## src/rtl/cv32e40x_pkg.sv

```systemverilog
// Shared types and constants for the cv32e40x branch resolution slice.
package cv32e40x_pkg;

    typedef enum logic [1:0] {
        IDLE     = 2'd0,
        WAIT_CMP = 2'd1,
        REDIRECT = 2'd2
    } bch_resolve_state_e;

    localparam logic [31:0] PC_INC_RVC  = 32'd2;
    localparam logic [31:0] PC_INC_RV32 = 32'd4;

endpackage

```

## src/rtl/cv32e40x_bch_mispredict_cnt.sv

```systemverilog
// Saturating mispredict counter; only instantiated when CV32E40X_BCH_STATS_EN is defined.
module cv32e40x_bch_mispredict_cnt
    import cv32e40x_pkg::*;
#(
    parameter int CNT_WIDTH = 16
) (
    input  logic                 clk,
    input  logic                 rst,
    input  logic                 i_inc,
    output logic [CNT_WIDTH-1:0] o_cnt
);

    localparam logic [CNT_WIDTH-1:0] CNT_ONE = CNT_WIDTH'(1);

    logic [CNT_WIDTH-1:0] r_cnt;

    // Stick at all-ones so a long run never wraps back to a small count
    always_ff @(posedge clk) begin
        if (rst) begin
            r_cnt <= '0;
        end else if (i_inc && (r_cnt != '1)) begin
            r_cnt <= r_cnt + CNT_ONE;
        end
    end

    assign o_cnt = r_cnt;

endmodule

```

## src/rtl/cv32e40x_bch_resolve.sv

```systemverilog
// Conditional branch resolution: compares the static prediction with the EX outcome and redirects IF on mispredict.
// Define CV32E40X_BCH_STATS_EN to build in the saturating mispredict counter.
module cv32e40x_bch_resolve
    import cv32e40x_pkg::*;
#(
    parameter int CNT_WIDTH = 16
) (
    input  logic                 clk,
    input  logic                 rst,
    input  logic                 id_valid_i,
    output logic                 id_ready_o,
    input  logic [31:0]          id_pc_i,
    input  logic                 id_compressed_i,
    input  logic [31:0]          id_bch_target_i,
    input  logic                 id_bch_prediction_i,
    input  logic                 ex_cmp_valid_i,
    input  logic                 ex_cmp_taken_i,
    input  logic                 kill_i,
    output logic                 flush_o,
    output logic                 redirect_valid_o,
    input  logic                 redirect_ready_i,
    output logic [31:0]          redirect_pc_o,
    output logic [CNT_WIDTH-1:0] mispredict_cnt_o
);

    bch_resolve_state_e r_state;
    logic [31:0]        r_pc;
    logic               r_compressed;
    logic [31:0]        r_target;
    logic               r_pred;
    logic [31:0]        r_redirect_pc;
    logic               r_flush;

    logic               w_accept;
    logic               w_mispredict;
    logic [31:0]        w_seq_pc;

    // Kill wins over every other event, including a same-cycle handshake from ID
    assign w_accept     = id_valid_i & (r_state == IDLE) & ~kill_i;
    assign w_mispredict = (r_state == WAIT_CMP) & ex_cmp_valid_i & ~kill_i
                          & (ex_cmp_taken_i != r_pred);
    assign w_seq_pc     = r_pc + (r_compressed ? PC_INC_RVC : PC_INC_RV32);

    always_ff @(posedge clk) begin
        if (rst) begin
            r_state       <= IDLE;
            r_pc          <= '0;
            r_compressed  <= 1'b0;
            r_target      <= '0;
            r_pred        <= 1'b0;
            r_redirect_pc <= '0;
            r_flush       <= 1'b0;
        end else begin
            r_flush <= w_mispredict;
            if (w_accept) begin
                r_pc         <= id_pc_i;
                r_compressed <= id_compressed_i;
                r_target     <= id_bch_target_i;
                r_pred       <= id_bch_prediction_i;
            end
            if (w_mispredict) begin
                r_redirect_pc <= ex_cmp_taken_i ? r_target : w_seq_pc;
            end
            if (kill_i) begin
                r_state <= IDLE;
            end else begin
                case (r_state)
                    IDLE:     if (w_accept) r_state <= WAIT_CMP;
                    WAIT_CMP: if (ex_cmp_valid_i) r_state <= w_mispredict ? REDIRECT : IDLE;
                    REDIRECT: if (redirect_ready_i) r_state <= IDLE;
                    default:  r_state <= IDLE;
                endcase
            end
        end
    end

    assign id_ready_o       = (r_state == IDLE);
    assign redirect_valid_o = (r_state == REDIRECT);
    assign flush_o          = r_flush;
    assign redirect_pc_o    = r_redirect_pc;

`ifdef CV32E40X_BCH_STATS_EN
    cv32e40x_bch_mispredict_cnt #(
        .CNT_WIDTH (CNT_WIDTH)
    ) u_mispredict_cnt (
        .clk   (clk),
        .rst   (rst),
        .i_inc (w_mispredict),
        .o_cnt (mispredict_cnt_o)
    );
`else
    assign mispredict_cnt_o = '0;
`endif

endmodule

```

## config.mk

```make
export PLATFORM = sky130hd
export DESIGN_NAME = cv32e40x_bch_resolve
export DESIGN_NICKNAME = d
export VERILOG_FILES = /design/src/rtl/cv32e40x_pkg.sv /design/src/rtl/cv32e40x_bch_mispredict_cnt.sv /design/src/rtl/cv32e40x_bch_resolve.sv
export SDC_FILE = /design/constraint.sdc
export NUM_CORES = 1
export LEC_CHECK = 0
export CORE_MARGIN = 4
export CORE_UTILIZATION = 45
export DETAILED_ROUTE_END_ITERATION = 8
export PLACE_DENSITY_LB_ADDON = 0.05
export SLEW_MARGIN = 20
export SYNTH_ARGS = -nofsm -noshare
export SYNTH_HDL_FRONTEND = slang
export SYNTH_HIERARCHICAL = 1
export SYNTH_SLANG_ARGS = --single-unit
```

## constraint.sdc

```tcl
create_clock -name clk -period 5.2 [get_ports clk]
set_clock_uncertainty 0.2 [all_clocks]
set_input_delay 1.04 -clock clk [delete_from_list [all_inputs] [get_ports clk]]
set_output_delay 1.04 -clock clk [all_outputs]
set_load 0.02 [all_outputs]
```

# == Yosys cells after proc, flatten, opt, wreduce, memory -nomap -nowiden ==
# Index checks and enable logic that the tools add are counted.
# totals
reg_bits,101
input_bits,73
# op_classes
addsub,1
n_eq_ne,6
muxes,7
bitwise_logic,6
reduce_logical,3
# op_table
op,count
$add A32 B3 Y32,1
$mux W32,1
$mux W2,4
$pmux W2 S3,1
$and A1 B1 Y1,5
$ne A2 B1 Y1 const B,2
$mux W3,1
$reduce_and A3 Y1,1
$eq A2 B1 Y1 const B,1
$eq A2 B2 Y1 const B,1
$logic_not A2 Y1,1
$ne A2 B2 Y1 const B,1
$reduce_or A2 Y1,1
$ne A1 B1 Y1,1
$not A1 Y1,1

# == Depth between registers and ports, before layout ==
# Gate-level depths: netlist of the first run.
# depth
depth_word,7
ltp_mapped,8
depth_no_buf,8

# == Worst setup path before layout of the first run ==
# Ideal clock, no wire load.
# synth_path
path_kind,input -> register
start,input port ex_cmp_taken_i
end,register r_redirect_pc[18] (netlist: redirect_pc_o[18])
setup_ps,75
arrival_ps,2275
slack_ps,2650
stages,6
path_buffers,2
path_cell_list,buf_2 > xor2_1 > nand4_2 > or3_1 > buf_2 > o22ai_1
# synth_via
elab_chain_cells,2
word_cells_on_any_way,3
classes_between,1 x eq/ne; 1 x mux; 1 x bitwise
# synth_rtl
element,line,rtl
from (decl),cv32e40x_bch_resolve.sv:17,"input logic ex_cmp_taken_i,"
$ne A1 B1 Y1,cv32e40x_bch_resolve.sv:41,& (ex_cmp_taken_i != r_pred);
$and A1 B1 Y1,cv32e40x_bch_resolve.sv:41,
to (signal assigned),cv32e40x_bch_resolve.sv:62,r_redirect_pc <= ex_cmp_taken_i ? r_target : w_seq_pc;
to (decl),cv32e40x_bch_resolve.sv:31,logic [31:0] r_redirect_pc;
# Parallel ways exist; a longest one is shown, timed or not.
# A chain may end at the register's enable or synchronous reset.

# == Worst setup path in the final report of the first run ==
# layout_path
start,input port ex_cmp_taken_i
end,register r_redirect_pc[10] (netlist: redirect_pc_o[10])
# Same word-level chain as after synthesis.

==> impl_metrics.env, run 1 <==
export IMPL_worst_ep_required_time_ns=5.27
export IMPL_wl_met2_mm=5.13
export IMPL_synth_cells=572
export IMPL_port_buffers=107
export IMPL_cts_setup_buffers=0
export IMPL_place_inst=775
export IMPL_final_cell_area_mm2=0.00581
export IMPL_grt_max_degree=83
export IMPL_synthTopCellsByArea="dfxtp_1 44%, nand2_1 12%, a21oi_1 10%, xor2_1 4.6%, buf_4 3.0%"
export IMPL_die_h_um=109
export IMPL_vias=4087
export IMPL_cts_resized=0
export IMPL_maxSlewHeadroom_pct=31.0
export IMPL_r2r_start="r_compressed"
export IMPL_critPathArrivalTime_ns=3.33
export IMPL_seqPwrFrac_pct=56.7
export IMPL_antenna_cells=0
export IMPL_synth_top_area_cell="dfxtp_1"
export IMPL_clock_path_buffers=2
export IMPL_whs_path_depth=2
export IMPL_start_util_pct=46.6
export IMPL_gr_total_overflow=0
export IMPL_tns_ns=0
export IMPL_routed_wl_mm=11.7
export IMPL_yosysSeqAreaShare_pct=44.2
export IMPL_dpl_hpwl_mm=8.05
export IMPL_dr_wl_met3_um=688
export IMPL_rsz0062_at_grt="false"
export IMPL_htree_levels=3
export IMPL_cts_tree="yes"
export IMPL_finalCriticalPeriod_ns=3.26
export IMPL_async_reset_ff_share_pct=0
export IMPL_p_int_mw=1.07
export IMPL_die_w_um=109
export IMPL_cts_root_buf="clkbuf_8"
export IMPL_hold_viol=0
export IMPL_drtIter0Drc=181
export IMPL_startpoint="ex_cmp_taken_i"
export IMPL_cts_sinks=101
export IMPL_reg2reg_to="redirect_pc_o[31]"
export IMPL_endpoint_kind="register"
export IMPL_tightestPinTransition_ns=1.03
export IMPL_core_area_mm2=0.00982
export IMPL_io_pins=124
export IMPL_cts_buffers=9
export IMPL_syn_avg_cell_area_um2=8.00
export IMPL_drc_errors=0
export IMPL_reg2reg_depth=7
export IMPL_combPwrFrac_pct=11.7
export IMPL_dieArea_mm2=0.0118
export IMPL_dpl_cell_area_mm2=0.00562
export IMPL_synth_edff_count=0
export IMPL_powerDensity_mw_per_mm2=249
export IMPL_r2r_slack_ns=2.27
export IMPL_antenna_left=0
export IMPL_antenna_found_initial=0
export IMPL_total_power_mw=1.45
export IMPL_finalSetupViolations=0
export IMPL_stdcell_count=791
export IMPL_highest_layer="met4"
export IMPL_status="finished, final reports clean"
export IMPL_p_switching_mw=0.376
export IMPL_synth_flop_cell="dfxtp_1"
export IMPL_drv_slew=0
export IMPL_fin_crit_sh_pct=62.7
export IMPL_clkLatencyLatePin_ns=0.36
export IMPL_clkTransAtPathRegs_ns=0.09
export IMPL_cp_max_fo=19
export IMPL_area_growth_pct=26.9
export IMPL_grtUsageTotal_pct=19.7
export IMPL_avgRoutedWirePerCell_um=14.7
export IMPL_synth_area_mm2=0.00457
export IMPL_crit_end="redirect_pc_o[10]"
export IMPL_power_leakage_nw=2.07
export IMPL_fmax_mhz=307
export IMPL_synth_top_area_share_pct=44.2
export IMPL_hp_class="reg -> reg"
export IMPL_gp_congestion=0.823
export IMPL_setup_ws_ns=1.94
export IMPL_yosysWarnings=6
export IMPL_num_rows=36
export IMPL_synth_cells_most_frequent="151 x nand2_1, 101 x dfxtp_1, 92 x a21oi_1, 30 x clkbuf_1, 24 x xor2_1"
export IMPL_critPathKind="in -> reg"
export IMPL_drt_first_pass_iters=4
export IMPL_grt_pass1_wl_mm=18.7
export IMPL_power_share_switching_pct=26.0
export IMPL_power_frac_clock_pct=31.6
export IMPL_drive_gt1_share_pct=5.32
export IMPL_grt_pass1_vias=3817
export IMPL_ys_types=47
export IMPL_fin_nets=729
export IMPL_peakVddDrop_mv=0.175
export IMPL_ctsHoldBuffers=0
export IMPL_startpoint_type="input port"
export IMPL_via_per_inst=5.17
export IMPL_ys_ff_latch=101
export IMPL_pre_cts_ws_ns=1.57
export IMPL_maxCapViolations=0
export IMPL_yosysMostFrequentCell="nand2_1"
export IMPL_m1WireLength_mm=5.74
-- flip-flops by register name, summed over array words and instances (netlist names) --
name	count
flush_o	1
r_pred	1
r_state	2
r_compressed	1
r_pc	32
redirect_pc_o	32
r_target	32
-- kinds of logic (layout without fill, tap and decap cells) --
family / Yosys count / count (layout) / share of synthesized area, %
muxes: 3 / 3 / 0.656
adders and majority gates: 3 / 3 / 0.985
other: 1 / 16 / 0.0820
buffers and inverters: 64 / 135 / 7.03
xor gates and xnor gates: 27 / 27 / 5.17
AOI/OAI and AO/OA: 127 / 127 / 16.1
DFF: 101 / 101 / 44.2
and+or+nand+nor: 246 / 246 / 25.8
-- area by class of cell --
cell class                 instances  area, um^2
clock buffer                      12         145
fill                             979        4010
inverter                           7        26.3
multi-input combinational        422        2310
tap                              133         166
timing repair buffer             112        1110
sequential                       101        2020
clock inverter                     4        33.8
-- placed cells by master (no fill, tap or decap), types with 2 or more instances in the layout --
cell type,count
buf_4,6
and4_1,3
and2_1,2
nand4b_1,2
conb_1,16
nor3_1,5
a2111oi_2,4
nand4_1,10
clkdlybuf4s50_1,106
ha_1,2
and3_1,16
nand2b_1,8
a211oi_1,6
xnor2_1,3
clkinv_4,3
clkbuf_1,2
o211ai_1,3
clkbuf_8,10
xor2_1,24
dfxtp_1,101
a31oi_1,3
nor3b_1,4
o21ai_0,2
nor4b_4,2
o22ai_1,12
a21oi_1,92
mux2i_1,3
inv_1,7
nand2_1,151
nor2_1,17
nand3_1,12
nand4_2,3
-- critical path, stage by stage --
cell and delay, ns:
clkdlybuf4s50_1 0.52, xor2_1 0.22, nand4_2 0.47, buf_4 0.41, nor2_2 0.39, nand2_1 0.11
a31oi_1 0.18
-- worst min-delay path by stage --
stage | start | end
3_3_place_gp | r_target[12] | r_target[12]
2_1_floorplan | r_target[12] | r_target[12]
6_report | r_target[12] | r_target[12]
5_1_grt | r_target[4] | r_target[4]
4_1_cts | r_target[12] | r_target[12]
3_5_place_dp | r_target[12] | r_target[12]
-- routing by layer --
| layer | vias up | global-route usage, % |
|---|---|---|
| met5 | - | 0 |
| met4 | 0 | 5.32 |
| met3 | 11 | 3.14 |
| met2 | 110 | 30.8 |
| met1 | 1891 | 28.4 |
| li1 | 2075 | - |
-- stage by stage --
stage	hold slack [ns]	utilization, %
after floorplan	0.231	-
after global placement	0.240	57.2
after CTS	0.254	59.0
after global routing	0.278	59.1
after detailed placement	0.242	57.2
final	0.256	59.1
-- power groups by stage --
| stage | logic [mW] | registers (mW) | clock network, mW |
|---|---|---|---|
| final | 0.169 | 0.820 | 0.458 |
| after detailed placement | 0.169 | 0.838 | 0 |
| after global placement | 0.166 | 0.837 | 0 |
| after floorplan | 0.0980 | 0.834 | 0 |
| after global routing | 0.186 | 0.824 | 0.502 |
| after CTS | 0.169 | 0.820 | 0.467 |
(Power assumes the default switching activity.)
==> run 2: changes to the inputs <==
- clock period: 5.2 -> 3.34 ns (I/O delays scaled with it)
==> impl_metrics.env, run 2 (synthesized netlist as in run 1, its figures left out) <==
export IMPL_cts_sinks=101
export IMPL_clock_path_buffers=2
export IMPL_dpl_cell_area_mm2=0.00567
export IMPL_drt_first_pass_iters=4
export IMPL_fin_crit_sh_pct=81.0
export IMPL_finalSetupViolations=0
export IMPL_gr_total_overflow=0
export IMPL_area_growth_pct=28.5
export IMPL_peakVddDrop_mv=0.256
export IMPL_grt_pass1_wl_mm=18.9
export IMPL_htree_levels=3
export IMPL_setup_ws_ns=0.633
export IMPL_io_pins=124
export IMPL_die_h_um=109
export IMPL_cts_tree="yes"
export IMPL_dpl_hpwl_mm=8.26
export IMPL_drtIter0Drc=143
export IMPL_start_util_pct=46.6
export IMPL_clkTransAtPathRegs_ns=0.10
export IMPL_critPathKind="reg -> reg"
export IMPL_routed_wl_mm=11.8
export IMPL_num_rows=36
export IMPL_powerDensity_mw_per_mm2=399
export IMPL_grt_pass1_vias=3870
export IMPL_maxSlewHeadroom_pct=50.4
export IMPL_die_w_um=109
export IMPL_rsz0062_at_grt="false"
export IMPL_core_area_mm2=0.00982
export IMPL_antenna_cells=0
export IMPL_slowest_stage="fa_1"
export IMPL_hold_viol=0
export IMPL_hp_class="reg -> reg"
export IMPL_grtUsageTotal_pct=20.1
export IMPL_drv_slew=0
export IMPL_cts_setup_buffers=0
export IMPL_critPathArrivalTime_ns=2.74
export IMPL_power_leakage_nw=2.10
export IMPL_worst_path_largest_cell_delay_ns=0.51
export IMPL_clkLatencyLatePin_ns=0.36
export IMPL_final_cell_area_mm2=0.00588
export IMPL_layout_commonest_cell="nand2_1"
export IMPL_drive_gt1_share_pct=6.04
export IMPL_fin_nets=733
export IMPL_antenna_left=0
export IMPL_port_buffers=107
export IMPL_tns_ns=0
export IMPL_worst_ep_required_time_ns=3.38
export IMPL_endpoint_kind="register"
export IMPL_total_power_mw=2.34
export IMPL_fmax_mhz=369
export IMPL_avgRoutedWirePerCell_um=14.9
export IMPL_vias=4100
export IMPL_via_per_inst=5.16
export IMPL_cp_cell_sequence="ha_1, inv_1, fa_1, nor4b_2, buf_4, nand4_1, xor2_1, o22ai_1"
export IMPL_grt_max_degree=67
export IMPL_pre_cts_ws_ns=0.475
export IMPL_ctsHoldBuffers=0
export IMPL_maxCapViolations=0
export IMPL_cts_buffers=9
export IMPL_gp_congestion=0.830
export IMPL_cts_root_buf="clkbuf_8"
export IMPL_n_fill_cell=944
export IMPL_tightestPinTransition_ns=0.741
export IMPL_finalCriticalPeriod_ns=2.71
export IMPL_status="finished, final reports clean"
export IMPL_cts_resized=0
export IMPL_drc_errors=0
export IMPL_layout_common_cells="151 x nand2_1, 106 x clkdlybuf4s50_1, 101 x dfxtp_1"
export IMPL_antenna_found_initial=0
export IMPL_cp_max_fo=11
export IMPL_startpoint_type="register"
export IMPL_dieArea_mm2=0.0118
## run 2: changes by cell type in the layout (fill, tap and decap cells not counted), moves of 2 or more
cell / delta
buf_12: +2
buf_4: +2
clkbuf_1: -2
clkinv_4: -2
## run 2: layout make-up
class / instances / area (um^2) / share of cell area (%)
inverters: 7 / 26.3 / 0.447
clock buffers: 11 / 151 / 2.58
well taps: 133 / 166 / 2.83
multi-input cells: 422 / 2290 / 39.0
repair buffers: 116 / 1160 / 19.7
clock inverters: 5 / 58.8 / 1.00
flip-flops and latches: 101 / 2020 / 34.4
## run 2: metal layers
metal  vias up  global-route usage, %  part of all wire (%)
li1       2081                      -                     -
met1      1904                   27.3                    48
met2       105                   32.7                    46
met3        10                   3.43                   5.3
met4         0                   5.95                   1.2
met5         -                      0                     0
## run 2: where the power goes
group	internal, mW	switching (mW)
Sequential	1.24	0.0334
Clock	0.388	0.413
Combinational	0.129	0.137
Total	1.76	0.584
## run 2: path summary, 6_finish.rpt
kind                                   start                 to  slack, ns  depth (start not counted)
worst min-delay path            r_target[12]       r_target[12]       0.25                          2
worst min register to register  r_target[12]       r_target[12]       0.25                          2
worst max register to register  r_compressed  redirect_pc_o[31]       0.63                          8
worst max-delay path            r_compressed  redirect_pc_o[31]       0.63                          8
## run 2: through the flow
| step | util (%) | instances | hold WS (ns) |
|---|---|---|---|
| 6_report | 59.9 | 795 | 0.253 |
| 5_1_grt | 59.9 | 795 | 0.282 |
| 4_1_cts | 59.9 | 795 | 0.255 |
| 3_5_place_dp | 57.7 | 779 | 0.242 |
| 3_3_place_gp | 57.7 | 779 | 0.240 |
| 2_1_floorplan | - | 587 | 0.231 |
## run 2: worst max-delay path: cells and delay by family (launching register included)
kind / cells / cell delay, ns
AND/OR/NAND/NOR: 2 / 0.49
XOR/XNOR: 1 / 0.32
AO/OA/AOI/OAI: 1 / 0.13
flip-flops: 1 / 0.43
adder cells (fa/ha/maj): 2 / 0.72
buffers and inverters: 2 / 0.29
